## src/rtl/register_64_bit_loader.sv

```systemverilog
// register_64_bit_loader: assembles eight handshaked bytes into one 64-bit register write.
// Define LOADER_VERIFY_EN to add a readback-and-compare after every write.
module register_64_bit_loader #(
   parameter bit LSB_FIRST = 1'b1
) (
   input  logic        Clk,
   input  logic        Rst_n,
   input  logic [7:0]  byteIn,
   input  logic        byteValid,
   output logic        byteReady,
   input  logic        flush,
   output logic [63:0] regData,
   output logic        regE,
   output logic        regRW,
   input  logic [63:0] regDataOut,
   output logic [3:0]  byteCount,
   output logic        wordDone,
   output logic        verifyErr
);

   localparam int unsigned WORD_W    = 64;
   localparam int unsigned BYTE_W    = 8;
   localparam int unsigned CNT_W     = 4;
   localparam int unsigned NUM_BYTES = WORD_W / BYTE_W;

   typedef enum logic [1:0] {
      COLLECT,
      WRITE
`ifdef LOADER_VERIFY_EN
      , READ,
      CHECK
`endif
   } state_t;

   state_t              state_q, state_d;
   logic [WORD_W-1:0]   word_q, word_d;
   logic [WORD_W-1:0]   data_d;
   logic [CNT_W-1:0]    count_d;
   logic [2:0]          slot;
   logic                ready_d, e_d, rw_d, done_d;

   assign slot = byteCount[2:0];

   // Next state, byte assembly and next values of every registered output.
   always_comb begin
      state_d = state_q;
      word_d  = word_q;
      data_d  = regData;
      count_d = byteCount;
      ready_d = 1'b0;
      e_d     = 1'b0;
      rw_d    = 1'b0;
      done_d  = 1'b0;
      case (state_q)
         COLLECT: begin
            if (flush) begin
               count_d = '0;
               word_d  = '0;
            end else if (byteValid && byteReady) begin
               if (LSB_FIRST) word_d[{slot, 3'b000} +: BYTE_W] = byteIn;
               else           word_d[{~slot, 3'b000} +: BYTE_W] = byteIn;
               count_d = byteCount + CNT_W'(1);
               if (byteCount == CNT_W'(NUM_BYTES - 1)) begin
                  state_d = WRITE;
                  data_d  = word_d;
               end
            end
         end
`ifdef LOADER_VERIFY_EN
         WRITE: state_d = READ;
         READ:  state_d = CHECK;
         CHECK: begin
            state_d = COLLECT;
            count_d = '0;
         end
`else
         WRITE: begin
            state_d = COLLECT;
            count_d = '0;
         end
`endif
         default: state_d = COLLECT;
      endcase

      ready_d = (state_d == COLLECT);
      rw_d    = (state_d == WRITE);
`ifdef LOADER_VERIFY_EN
      e_d     = (state_d == WRITE) || (state_d == READ);
      done_d  = (state_d == CHECK);
`else
      e_d     = rw_d;
      done_d  = rw_d;
`endif
   end

   always_ff @(posedge Clk or negedge Rst_n) begin
      if (!Rst_n) begin
         state_q   <= COLLECT;
         word_q    <= '0;
         byteReady <= 1'b0;
         regData   <= '0;
         regE      <= 1'b0;
         regRW     <= 1'b0;
         byteCount <= '0;
         wordDone  <= 1'b0;
      end else begin
         state_q   <= state_d;
         word_q    <= word_d;
         byteReady <= ready_d;
         regData   <= data_d;
         regE      <= e_d;
         regRW     <= rw_d;
         byteCount <= count_d;
         wordDone  <= done_d;
      end
   end

`ifdef LOADER_VERIFY_EN
   // Sticky flag: readback presented during CHECK must equal the word just written.
   always_ff @(posedge Clk or negedge Rst_n) begin
      if (!Rst_n)                                        verifyErr <= 1'b0;
      else if ((state_q == CHECK) && (regDataOut != word_q)) verifyErr <= 1'b1;
   end
`else
   logic unused_readback;
   assign unused_readback = ^regDataOut;
   assign verifyErr       = 1'b0;
`endif

endmodule

```

## config.mk

```make
export PLATFORM = sky130hd
export DESIGN_NAME = register_64_bit_loader
export DESIGN_NICKNAME = d
export VERILOG_FILES = /design/src/rtl/register_64_bit_loader.sv
export SDC_FILE = /design/constraint.sdc
export NUM_CORES = 1
export LEC_CHECK = 0
export BUFFER_PORTS_ARGS = -buffer_cell sky130_fd_sc_hd__buf_2
export CAP_MARGIN = 20
export CORE_MARGIN = 2
export CORE_UTILIZATION = 45
export CTS_BUF_LIST = sky130_fd_sc_hd__clkbuf_8
export DETAILED_ROUTE_END_ITERATION = 8
export PLACE_DENSITY = 0.69
export SYNTH_ARGS = -nofsm -noshare
export SYNTH_HDL_FRONTEND = slang
export SYNTH_SLANG_ARGS = --single-unit
```

## constraint.sdc

```tcl
create_clock -name Clk -period 2.79 [get_ports Clk]
set_input_delay 0.4185 -clock Clk [delete_from_list [all_inputs] [get_ports Clk]]
set_output_delay 0.4185 -clock Clk [all_outputs]
set_load 0.02 [all_outputs]
```

======== Word level (Yosys, flattened, before mapping) ========
Index checks and enable logic that the tools add are counted.
operators by class
  equality and inequality tests ........... 4
  bitwise gates (word level) .............. 1
  multiplexer cells ....................... 10
  shifts and indexed selects .............. 2
  reduce and logical (&&, ||, !) cells .... 8
  add/sub/neg operators ................... 2
operators with widths
  operator                number
  $mux 64                 2
  $bwmux 64               1
  $shift 8x8->64 const A  1
  $shiftx 8x8->64         1
  $mux 2                  4
  $mux 4                  2
  $neg 6->8               1
  $pmux 4 s2              1
  $add 4x1->4 const B     1
  $eq 2x1->1 const B      2
  $eq 4x3->1 const B      1
  $logic_not 2->1         2
  $reduce_and 2->1        2
  $reduce_and 4->1        1
  $reduce_bool 2->1       2
  $ne 3x3->1 const B      1
  $logic_and 1x1->1       1
  $not 1->1               1
word-level totals
  input bits .............................. 76
  register bits after elaboration ......... 136
  output and inout port bits .............. 73

======== Logic depth before layout (Yosys ltp) ========
  word-level depth ........................ 6
  mapped depth ............................ 10
  mapped depth without buffers ............ 6

======== Least setup slack after synthesis ========
No wires, ideal clock.
  path type ............................... register to register
  from .................................... reg byteCount[0]
  to ...................................... reg word_q[0]
  cell stages (with the launch flop) ...... 11
  required time ........................... 2.655 ns
  library setup time ...................... 0.135 ns
  path slack .............................. 0.127 ns
  arrival ................................. 2.529 ns
  cell sequence ........................... dfrtp_1 -> buf_2 -> inv_1 -> ha_1 -> ha_1 -> buf_2 -> or4b_2 -> clkbuf_1 -> buf_2 -> o211ai_1 -> o211ai_1
on the way
  cells in the longest elaborated chain, start to end .. 5
  elaborated cells on any way between the ends .. 6
  classes of those cells .................. add/sub: 1; shift: 2; mux: 3
ends and longest elaborated chain
  what                                                      RTL line  RTL
  from (decl)                                               16        output logic [3:0] byteCount,
  from (signal assigned)                                    113       byteCount <= count_d;
  $neg 6->8 *                                               60        if (LSB_FIRST) word_d[{slot, 3'b000} +: BYTE_W] = byteIn;
  $shiftx 8x8->64 / $shift 8x8->64 (equally long branches)  60
  $bwmux 64 *                                               60
  $mux 64 *                                                 59        end else if (byteValid && byteReady) begin
  $mux 64 *                                                 56        if (flush) begin
  to (signal assigned)                                      108       word_q <= word_d;
  to (decl)                                                 36        logic [WORD_W-1:0] word_q, word_d;
Mark *: on every way between the ends. The rest lies on a longest branch, timed or not. The select of a mux whose other input is x is not followed.
A chain may end at the register's enable or synchronous reset.

======== Worst setup path after layout ========
  from .................................... reg byteCount[0]
  to ...................................... reg word_q[42]
The elaborated chain is that of the path after synthesis.

==> tab_implementation.tex <==
\begin{tabular}{lr}
\hline
Metric & Value \\
\hline
\multicolumn{2}{l}{\textbf{STA}} \\
Worst slew pin tran & 0.683 ns \\
Total Neg Setup Slack & 0 ns \\
Worst clock skew & 0.00976 ns \\
Worst-case headroom to the max-slew limit & 0.545 \\
Final setup violation count & 0 \\
Max-slew violation count & 0 \\
Setup repair after global routing missed its margin & no \\
Shortest period the worst path allows & 2.45 ns \\
Final count of hold timing violations & 0 \\
Period utilization & 0.878 \\
Highest clock rate & 408 MHz \\
\multicolumn{2}{l}{\textbf{Flow run}} \\
Number of max-cap violations & 0 \\
\multicolumn{2}{l}{\textbf{Critical path}} \\
Delay of the slowest cell on the worst path & 0.59 ns \\
Source of the worst register-to-register timing path & byteCount[0] \\
R2r setup slk & 0.34 ns \\
CP arrival & 2.79 ns \\
Max Fanout on Critical Path & 9 \\
Nature of the critical path endpoint & register \\
Critical Path Most Common Cell & sky130\_fd\_sc\_hd\_\_ha\_1 \\
WP data required & 3.13 ns \\
Ordered cell list for the critical path & inv\_1 -> ha\_1 -> ha\_1 -> buf\_4 -> nand4bb\_1 -> a311o\_1 -> a22o\_1 \\
Class of the most critical setup path & register to register \\
Worst-path cell with the longest stage delay & sky130\_fd\_sc\_hd\_\_a311o\_1 \\
Critical Path Start Type & register \\
Terminus of the critical flop-to-flop path & word\_q[42] \\
Length in cells of the worst reg-to-reg path & 7 \\
\multicolumn{2}{l}{\textbf{Routing}} \\
Via-per-instance ratio & 6.40 \\
Via total after detailed routing & 5627 \\
WL per Instance & 21.3 µm \\
Overall routed net length & 18700 µm \\
Number of iterations in the first detailed-routing pass & 5 \\
Number of violations reported at the end of detailed-routing iteration 0 & 463 \\
Residual antenna-violating net count after detailed routing & 0 \\
DRC violation count after routing & 0 \\
\multicolumn{2}{l}{\textbf{Place}} \\
HPWL after detailed placement & 11800 µm \\
Weighted congestion at the end of routability-driven global placement & 0.824 \\
Cell area after placement & 0.00743 mm² \\
Input/output buffers & 83 \\
Number of placed instances with taps included & 846 \\
\multicolumn{2}{l}{\textbf{Power}} \\
Share of total power in the clock network & 0.328 \\
PnR Total Power & 5.45 mW \\
Power density over the cells & 692 mW/mm² \\
Fraction of power consumed by combinational cells & 0.273 \\
Switching Power & 1.87 mW \\
Worst voltage drop across the vdd grid & 0.000483 V \\
Leak & 3.75 nW \\
Seq pwr share & 0.400 \\
Total internal power & 3.58 mW \\
Switching part of the total power & 0.343 \\
\multicolumn{2}{l}{\textbf{Worst hold path}} \\
Worst hold endpoint & regData[32] \\
HP Class & input pin to register \\
Hold Path Depth & 3 \\
Worst hold start & byteIn[0] \\
\multicolumn{2}{l}{\textbf{Synth}} \\
Mean cell area of the mapped netlist & 11.0 µm² \\
Fraction of the yosys area taken by sequential cells & 0.497 \\
Warning count from the yosys run & 0 \\
Number of synthesized flops with an enable pin & 0 \\
Synthesized cell area & 0.00685 mm² \\
Top cells by area in the synthesized netlist & sky130\_fd\_sc\_hd\_\_dfrtp\_1, sky130\_fd\_sc\_hd\_\_mux2\_2, sky130\_fd\_sc\_hd\_\_o211ai\_1 \\
Top FF cell, synth & sky130\_fd\_sc\_hd\_\_dfrtp\_1 \\
Cell count after synthesis & 622 \\
Count of different cell masters after synthesis & 41 \\
Fraction of registers with async set/reset & 1.00 \\
Register bit total from synthesis & 136 \\
Share of the synthesized area in the top cell type & 0.497 \\
Post-synthesis cell type with the largest combined area & sky130\_fd\_sc\_hd\_\_dfrtp\_1 \\
\multicolumn{2}{l}{\textbf{Clock tree}} \\
Buffers inserted by post-CTS timing repair & 0 \\
H-tree levels & 4 \\
TritonCTS clock tree & done \\
Later-pin clock latency in the skew report & 0.46 ns \\
CTS buffer count & 17 \\
Register clock-pin slew on the reported worst setup and hold paths & 0.09 ns \\
Root Buffer Master & sky130\_fd\_sc\_hd\_\_clkbuf\_8 \\
Sinks on Clock Net & 136 \\
Maximum clock path buffer count & 2 \\
\multicolumn{2}{l}{\textbf{GRT}} \\
Global-route wire length before repair & 30600 µm \\
GRT Util Overall & 0.239 \\
Aggregate global routing overflow & 0 \\
Vias in the first global route & 5733 \\
Number of antenna violations at the first check in global routing & 1 \\
Pin count of the biggest net entering global routing & 65 \\
\multicolumn{2}{l}{\textbf{Cells and area}} \\
Post-layout instance area & 0.00787 mm² \\
Layout cell share with drive strength beyond 1 & 0.324 \\
Cell Count, Final, Fillers Out & 879 \\
Signed area change from the synthesized netlist to the final layout & 14.9\% \\
Register Area & 0.00340 mm² \\
Area of combinational cells with multiple inputs & 0.00310 mm² \\
Diode count & 0 \\
Fillers & 1331 \\
Final core utilization & 0.524 \\
Nets & 758 \\
\multicolumn{2}{l}{\textbf{Die}} \\
Floorplan die area & 0.0162 mm² \\
Core area & 0.0150 mm² \\
Overall die width & 127 µm \\
Num rows & 45 \\
Initial core utilization & 0.456 \\
Y dimension of the die & 127 µm \\
IO Pins & 149 \\
\multicolumn{2}{l}{\textbf{Outcome}} \\
Result of the run & completed \\
\hline
\end{tabular}
kinds of logic after synthesis:
group / synth area share
AO/OA/AOI/OAI: 0.227
flip-flops: 0.497
AND/OR/NAND/NOR: 0.107
buffers and inverters: 0.0548
multiplexers: 0.105
adder cells (fa/ha/maj): 0.00731
other: 0.000548
XOR/XNOR: 0.00128
critical path, delay by kind of cell, from the launching register on:
| kind | cells | cell delay (ns) |
|---|---|---|
| compound gates | 2 | 0.82 |
| fa+ha+maj | 2 | 0.55 |
| simple gates | 1 | 0.38 |
| flops | 1 | 0.35 |
| buf+inv | 2 | 0.23 |
stage by stage:
step	hold slack [ns]	setup WS, ns
2_1_floorplan	0.123	0.127
3_3_place_gp	0.419	0.361
3_5_place_dp	0.428	0.363
4_1_cts	0.373	0.336
5_1_grt	0.394	0.135
6_report	0.392	0.339
flip-flops by register name (all words and copies together), names as in the netlist:
signal,flops
byteReady,1
word_q,64
regData,64
state_q,2
wordDone,1
byteCount,4
worst max path at each step:
stage                       startpoint           to  slack (ns)  cells after the start
final                     byteCount[0]   word_q[42]        0.34                      7
after global routing      byteCount[1]   word_q[42]        0.13                      7
after CTS                 byteCount[0]   word_q[63]        0.34                      6
after detailed placement  byteCount[0]   word_q[63]        0.36                      6
after global placement    byteCount[0]  regData[42]        0.36                      8
after floorplan           byteCount[0]    word_q[0]        0.13                     10
power by group through the flow:
| stage | clock [mW] | combinational [mW] | sequential (mW) |
|---|---|---|---|
| 2_1_floorplan | 0 | 0.915 | 2.31 |
| 3_3_place_gp | 0 | 1.42 | 2.21 |
| 3_5_place_dp | 0 | 1.47 | 2.21 |
| 4_1_cts | 1.81 | 1.47 | 2.18 |
| 5_1_grt | 1.92 | 1.61 | 2.19 |
| 6_report | 1.78 | 1.49 | 2.18 |
cells in the mapped netlist (all sizes together), types with 2 or more instances:
master	n
a22o	34
a21oi	44
inv	12
o21ai	64
dfrtp	136
nand4bb	2
a311o	4
mux2	64
or4b	2
buf	19
nand4	3
ha	4
and2	2
or2	2
nor3	2
a31oi	26
clkbuf	56
nand3b	2
nor3b	6
and4b	32
o211ai	64
nand3	26
nand4b	2
or3b	2
per-layer routing:
metal,track usage,wire [µm],up-vias
met4,0.105,560,0
met3,0.0519,1300,47
li1,-,-,2494
met2,0.369,8870,259
met1,0.325,8000,2827
met5,0,0,-
what timing repair did:
action	in CTS	in global routing
setup endpoints to repair	0	0
hold buffers	1	0
resized for setup	0	0
hold endpoints to repair	34	0
area by class of cell:
type | count | area share
Tap cell | 188 | 0.0299
Inverter | 12 | 0.00572
Clock inverter | 15 | 0.0256
Multi-Input combinational cell | 400 | 0.394
Sequential cell | 136 | 0.432
Clock buffer | 17 | 0.0297
Timing Repair Buffer | 111 | 0.0833
layout by cell type (no fill, tap or decap), types with 3 or more instances in the layout:
master / count
sky130_fd_sc_hd__a21oi_1: 43
sky130_fd_sc_hd__mux2_2: 64
sky130_fd_sc_hd__ha_1: 4
sky130_fd_sc_hd__dfrtp_1: 136
sky130_fd_sc_hd__buf_2: 82
sky130_fd_sc_hd__nand3_1: 26
sky130_fd_sc_hd__o211ai_1: 64
sky130_fd_sc_hd__inv_1: 14
sky130_fd_sc_hd__bufinv_16: 4
sky130_fd_sc_hd__a311o_1: 3
sky130_fd_sc_hd__o21ai_0: 64
sky130_fd_sc_hd__nor3b_2: 6
sky130_fd_sc_hd__a31oi_1: 26
sky130_fd_sc_hd__a22o_1: 34
sky130_fd_sc_hd__nand4_1: 3
sky130_fd_sc_hd__buf_4: 26
sky130_fd_sc_hd__and4b_1: 32
sky130_fd_sc_hd__clkinvlp_4: 3
sky130_fd_sc_hd__clkbuf_8: 17
Note: power is estimated with default switching activity, not from simulation.
